## src/rtl/bcd2bin_pkg.sv

```systemverilog
// Shared constants for the sequential BCD-to-binary converter.
package bcd2bin_pkg;

  localparam int unsigned BIN_W    = 14;
  localparam int unsigned N_DIGITS = 4;
  localparam int unsigned SHIFT_W  = 30;
  localparam int unsigned N_ITER   = 14;
  localparam int unsigned CNT_W    = 4;

  // FSM encoding
  localparam logic [0:0] StIdle  = 1'b0;
  localparam logic [0:0] StShift = 1'b1;

endpackage

```

## src/rtl/bcd2bin_digit_adj.sv

```systemverilog
// Reverse double-dabble digit correction: a BCD nibble that reads 8 or more
// after a right shift had a 1 shifted in from the digit above, worth 5 here
// rather than 8, so 3 is removed.
module bcd2bin_digit_adj (
  input  logic [3:0] d_i,
  output logic [3:0] d_o
);

  // Conditional subtract-3 on one nibble
  always_comb begin
    d_o = d_i;
    if (d_i >= 4'd8) begin
      d_o = d_i - 4'd3;
    end
  end

endmodule

```

## src/rtl/bcd2bin_seq.sv

```systemverilog
// Sequential BCD-to-binary converter, one shift iteration per clock.
// Optional feature: define BCD2BIN_DIGIT_CHECK_EN to reject digits above 9
// with a one-cycle done+err response instead of running the conversion.
module bcd2bin_seq
  import bcd2bin_pkg::*;
(
  input  logic             clk,
  input  logic             rst_n,
  input  logic             start,
  input  logic [3:0]       thousands,
  input  logic [3:0]       hundreds,
  input  logic [3:0]       tens,
  input  logic [3:0]       ones,
  output logic             busy,
  output logic             done,
  output logic [BIN_W-1:0] binary,
  output logic             err
);

  logic [0:0]         state_q, state_d;
  logic [CNT_W-1:0]   cnt_q, cnt_d;
  logic [SHIFT_W-1:0] shift_q, shift_d;
  logic [BIN_W-1:0]   bin_q, bin_d;
  logic               busy_q, busy_d;
  logic               done_q, done_d;
  logic               err_q, err_d;
  logic               pend_q, pend_d;  // invalid digits seen, respond next edge
  logic               bad_digit;

  logic [SHIFT_W-1:0] shifted;
  logic [SHIFT_W-1:0] shift_nx;
  logic [3:0]         adj [N_DIGITS];

`ifdef BCD2BIN_DIGIT_CHECK_EN
  assign bad_digit = (thousands > 4'd9) || (hundreds > 4'd9) ||
                     (tens > 4'd9) || (ones > 4'd9);
`else
  assign bad_digit = 1'b0;
`endif

  assign shifted = shift_q >> 1;

  // Four digit correctors on the BCD nibbles of the shifted value
  for (genvar g = 0; g < N_DIGITS; g++) begin : g_adj
    bcd2bin_digit_adj u_adj (
      .d_i (shifted[BIN_W + 4*g +: 4]),
      .d_o (adj[g])
    );
  end

  assign shift_nx = {adj[3], adj[2], adj[1], adj[0], shifted[BIN_W-1:0]};

  // Next-state logic for the handshake FSM and datapath
  always_comb begin
    state_d = state_q;
    cnt_d   = cnt_q;
    shift_d = shift_q;
    bin_d   = bin_q;
    busy_d  = busy_q;
    done_d  = 1'b0;
    err_d   = 1'b0;
    pend_d  = 1'b0;

    if (pend_q) begin
      done_d = 1'b1;
      err_d  = 1'b1;
      bin_d  = '0;
    end

    case (state_q)
      StIdle: begin
        if (start) begin
          if (bad_digit) begin
            pend_d = 1'b1;
          end else begin
            shift_d = {thousands, hundreds, tens, ones, {BIN_W{1'b0}}};
            cnt_d   = '0;
            busy_d  = 1'b1;
            state_d = StShift;
          end
        end
      end
      StShift: begin
        shift_d = shift_nx;
        cnt_d   = cnt_q + 1'b1;
        if (cnt_q == CNT_W'(N_ITER - 1)) begin
          bin_d   = shift_nx[BIN_W-1:0];
          done_d  = 1'b1;
          busy_d  = 1'b0;
          state_d = StIdle;
        end
      end
      default: begin
        state_d = StIdle;
        busy_d  = 1'b0;
      end
    endcase
  end

  // State and output registers; reset discards any partial conversion
  always_ff @(posedge clk or negedge rst_n) begin
    if (!rst_n) begin
      state_q <= StIdle;
      cnt_q   <= '0;
      shift_q <= '0;
      bin_q   <= '0;
      busy_q  <= 1'b0;
      done_q  <= 1'b0;
      err_q   <= 1'b0;
      pend_q  <= 1'b0;
    end else begin
      state_q <= state_d;
      cnt_q   <= cnt_d;
      shift_q <= shift_d;
      bin_q   <= bin_d;
      busy_q  <= busy_d;
      done_q  <= done_d;
      err_q   <= err_d;
      pend_q  <= pend_d;
    end
  end

  assign busy   = busy_q;
  assign done   = done_q;
  assign binary = bin_q;
  assign err    = err_q;

endmodule

```

## config.mk

```make
export PLATFORM = sky130hd
export DESIGN_NAME = bcd2bin_seq
export DESIGN_NICKNAME = d
export VERILOG_FILES = /design/src/rtl/bcd2bin_pkg.sv /design/src/rtl/bcd2bin_digit_adj.sv /design/src/rtl/bcd2bin_seq.sv
export SDC_FILE = /design/constraint.sdc
export NUM_CORES = 1
export LEC_CHECK = 0
export ABC_AREA = 1
export BUFFER_PORTS_ARGS = -buffer_cell sky130_fd_sc_hd__buf_2
export CAP_MARGIN = 25
export CELL_PAD_IN_SITES_DETAIL_PLACEMENT = 1
export CELL_PAD_IN_SITES_GLOBAL_PLACEMENT = 1
export CORE_MARGIN = 2
export CORE_UTILIZATION = 46
export DETAILED_ROUTE_END_ITERATION = 8
export PLACE_DENSITY_LB_ADDON = 0.1
export SKIP_LAST_GASP = 1
export SYNTH_ARGS = -nofsm -noshare
export SYNTH_HDL_FRONTEND = slang
export SYNTH_SLANG_ARGS = --single-unit
```

## constraint.sdc

```tcl
create_clock -name clk -period 2.1 [get_ports clk]
set_clock_uncertainty 0.2 [all_clocks]
set_input_delay 0.21 -clock clk [delete_from_list [all_inputs] [get_ports clk]]
set_output_delay 0.21 -clock clk [all_outputs]
set_load 0.03 [all_outputs]
```

Yosys cells after proc, flatten, opt, wreduce, memory -nomap -nowiden
Cells that the tools add are included.

Input bits: 19. Register bits after elaboration: 51. Word-level logic and storage cells: 39.

Reductions and logical operators: 2. Magnitude comparators: 4. Add/sub/neg operators: 5. Eq/ne operators: 3. Bitwise operators: 1. Mux-type cells: 18.

Operator list (number): $pmux 30 s2 (1); $mux 30 (1); $mux 14 (2); $mux 4 (5); $ge 4x4->1 const B (3); $sub 4x2->4 const B (3); $pmux 4 s2 (1); $mux 1 (6); $add 4x1->4 const B (1); $eq 4x4->1 const B (1); $ge 3x4->1 const B (1); $pmux 1 s2 (2); $reduce_and 2->1 (2); $sub 3x2->4 const B (1); $ne 2x1->1 const B (1); $ne 2x2->1 const B (1); $not 1->1 (1).

Longest topological paths before layout
Depth after elaboration: 3. Gate-level depth with buffers: 7.

Modules after synthesis
Synthesis repeated with hierarchy kept, for this count alone.

Cells, all modules: 292. Area total of the unflattened synthesis: 2403.6 um2.

By module, submodules not included: bcd2bin_seq (cells each 228, sequential area each 1251.2 um2, area each 2048.2 um2, instances 1); bcd2bin_digit_adj (cells each 16, sequential area each 0.0 um2, area each 88.8 um2, instances 4).

Least setup slack after synthesis
No wires, ideal clock.

Kind: register to register. Start point: register cnt_q[0]. End point: register bin_q[10], in the netlist binary[10]. Path slack: 0.708 ns. Data required time: 1.780 ns. Arrival: 1.072 ns. Cell stages (with the launch flop): 7. Period minus slack after synthesis: 1.392 ns. Path through: dfrtp_1 ha_1 nand2_1 nor2_8 buf_6 nor2_1 a21oi_2.

Word-level cells in the longest chain between the ends: 2.

RTL lines: from (decl) (RTL line bcd2bin_seq.sv:21) `logic [CNT_W-1:0] cnt_q, cnt_d;`; from (signal assigned) (RTL line bcd2bin_seq.sv:113) `cnt_q <= cnt_d;`; $eq 4x4->1 (RTL line bcd2bin_seq.sv:86) `if (cnt_q == CNT_W'(N_ITER - 1)) begin`; $reduce_and 2->1 (no source line); to (signal assigned) (RTL line bcd2bin_seq.sv:115) `bin_q <= bin_d;`; to (decl) (RTL line bcd2bin_seq.sv:23) `logic [BIN_W-1:0] bin_q, bin_d;`.

Every way passes these cells. A chain may end at the register's enable or synchronous reset.

Worst setup path in the final report
Start point: register cnt_q[1]. End point: register bin_q[12], in the netlist binary[12].

The elaborated chain is that of the path after synthesis.

==> impl_metrics.csv <==
group,metric,value,unit
die,die_area,5720,um^2
logic_synthesis,syn_area_per_cell,9.14,um^2
layout,final-seq-area,1250,um^2
clock_tree,clockBufferDepth,2,
job,max_cap_violations,0,
clock_tree,post_cts_buffers,0,
timing,finalCritPeriodShare,81.3,%
die,core_area,5040,um^2
timing,rsz0062_at_grt,"no",
layout,area_growth,19.8,%
grt,grt_max_degree,32,
logic_synthesis,ys_seq_area_share,53.1,%
worst_setup_path,reg2reg_slack,0.39,ns
status,status,"finished, final reports clean",
die,num_rows,26,
worst_setup_path,cp-startpoint,"cnt_q[1]",
logic_synthesis,synth_seq_cells,50,
place,place_worst_setup_slack,0.381,ns
clock_tree,insertion_delay,0.31,ns
worst_setup_path,cp_max_fo,31,
worst_setup_path,crit_path_end,"binary[12]",
clock_tree,cts_tree,"done",
detailed_routing,avgRoutedWirePerCell,13.5,um
detailed_routing,avgViaCountPerCell,4.85,
power_and_ir_drop,power.share.switching,44.2,%
grt,grt_use_total,20.4,%
timing,maxSlewHeadroom,64.9,%
detailed_routing,drc,0,
die,die_y,75.6,um
timing,maxSlewViolCount,0,
grt,grt_pass1_wl,8.66,mm
clock_tree,numCtsBuffers,5,
hold_path,min_path_type,"input port to register",
power_and_ir_drop,leakage,1.41,nW
timing,setup_violations,0,
logic_synthesis,ys.flop_type,"dfrtp_1",
worst_setup_path,end_kind,"register",
worst_setup_path,critPathLaunchType,"register",
die,start_util,46.8,%
logic_synthesis,synth_top_area_share,53.1,%
detailed_routing,vias,1849,
timing,tns,0,ns
clock_tree,cts_htree_levels,2,
logic_synthesis,syn_area,2360,um^2
power_and_ir_drop,comb_power_share,46.1,%
logic_synthesis,yosys.area.top_type,"dfrtp_1",
timing,period_minus_slack,1.71,ns
timing,holdWs,0.0230,ns
grt,overflow,0,
logic_synthesis,async_reset_ff_share,100,%
place,dpl.hpwl,3.38,mm
place,place_congestion,0.786,
detailed_routing,drt_iter0_drc,65,
logic_synthesis,ys_warn_count,0,
worst_setup_path,cp.arrival,1.75,ns
worst_setup_path,r2r-start,"cnt_q[1]",
worst_setup_path,required,2.14,ns
clock_tree,cts.clk_slew.worst_paths,0.10,ns
die,ios,36,
die,chipWidth,75.6,um
layout,multi_input_area,871,um^2
power_and_ir_drop,p_per_area,1500,nW/um^2
timing,tightest_slew,0.526,ns
logic_synthesis,synth-edff-count,0,
clock_tree,cts_resized,0,
power_and_ir_drop,internal_power,2.37,mW
timing,setup_ws,0.394,ns
power_and_ir_drop,seq_power_share,39.8,%
grt,grt_pass1_vias,1865,
power_and_ir_drop,clockPowerShare,14.1,%
timing,finalHoldViolations,0,
worst_setup_path,setup.worst_path.class,"register to register",
clock_tree,cts.sinks,50,
timing,max_freq,0.586,GHz
worst_setup_path,ff2ff_path_depth,6,
detailed_routing,postRouteAntennaNets,0,
detailed_routing,drtPass1Iterations,4,
logic_synthesis,synth_most_common_cell,"nand2_1",
layout,drive_gt1_share,22.2,%
grt,antenna_found_initial,0,
logic_synthesis,yosys-top-cells-area,"dfrtp_1, nand2_1, inv_1",
clock_tree,cts.root.buffer_cell,"clkbuf_8",
layout,insertedDiodeCount,0,
power_and_ir_drop,switching_power,1.88,mW
logic_synthesis,netlist_top_cells_count,"nand2_1, dfrtp_1, inv_1",
logic_synthesis,synthCells,258,
layout,nFillCells,619,
layout,fin_nets,337,
place,portBuffers,34,
logic_synthesis,synth_cell_type_count,24,
worst_setup_path,reg2reg_to,"binary[12]",
logic_synthesis,syn_nets,285,
power_and_ir_drop,ir_worst_vdd,0.832,mV
detailed_routing,wirelength,5.13,mm
[how the worst min path moves through the flow]
stage	start	end	cells after the start
after global routing	ones[1]	shift_q[15]	3
after CTS	ones[1]	shift_q[15]	3
final	ones[1]	shift_q[15]	3
after global placement	rst_n	shift_q[24]	1
after detailed placement	rst_n	shift_q[25]	1
after floorplan	rst_n	binary[0]	0
[what timing repair did]
item | in CTS | in global routing
hold buffers | 16 | 0
endpoints found under the hold margin | 31 | 0
setup endpoints to repair | 0 | 0
[layout make-up]
cell class                      count  share of cell area [%]
Sequential cell                    50                    44.3
Multi-Input combinational cell    159                    30.8
Timing Repair Buffer               56                    13.3
Inverter                           38                    5.05
Tap cell                           70                    3.10
Clock buffer                        6                    2.92
Clock inverter                      2                   0.575
[worst max-delay path, stage by stage, from the launching register on]
cell and delay [ns]:
dfrtp_1 0.41, inv_1 0.08, ha_1 0.15, nand2_1 0.12
nor2_8 0.44, nor2_1 0.10, a21oi_2 0.12
[stage by stage]
stage / power, mW / cells / area [um^2] / util [%]
6_report: 4.25 / 381 / 2830 / 56.1
5_1_grt: 4.64 / 381 / 2830 / 56.1
4_1_cts: 4.29 / 381 / 2830 / 56.1
3_5_place_dp: 3.66 / 357 / 2570 / 50.9
3_3_place_gp: 3.59 / 357 / 2570 / 50.9
2_1_floorplan: 3.19 / 258 / 2360 / -
[sequential cells by signal, summed over array words and instances, names as in the netlist]
signal / count
binary: 14
done: 1
state_q: 1
busy: 1
cnt_q: 4
shift_q: 29
[per-layer routing]
| layer | GRT usage, % | vias up | part of all wire, % |
|---|---|---|---|
| met2 | 33.7 | 26 | 49 |
| met1 | 27.1 | 902 | 47 |
| li1 | - | 915 | - |
| met5 | 0 | - | 0 |
| met3 | 4.63 | 6 | 2.6 |
| met4 | 6.04 | 0 | 1.1 |
[cells by family after synthesis]
group           after synthesis  share of synthesized area [%]
simple gates                105                           19.2
flops                        50                           53.1
buf+inv                      49                           10.0
compound gates               45                           13.3
fa+ha+maj                     8                           4.24
other cells                   1                          0.159
[cells in the final DEF (no fill, tap or decap), drive strengths merged]
cell,n
o211ai,7
buf,40
nor2,31
o22ai,16
dfrtp,50
dlygate4sd3,16
inv,39
clkbuf,6
ha,8
a21boi,1
nand2,61
a21oi,15
nand3,12
conb,1
nand4,1
o21ai,6
clkinvlp,1
[power groups by stage]
stage          clock network [mW]  registers (mW)  logic (mW)
2_1_floorplan                   0            1.95        1.24
3_3_place_gp                    0            1.71        1.88
3_5_place_dp                    0            1.71        1.96
4_1_cts                     0.619            1.69        1.98
5_1_grt                     0.657            1.75        2.23
6_report                    0.599            1.69        1.96
Note: power is estimated with default switching activity, not from simulation.
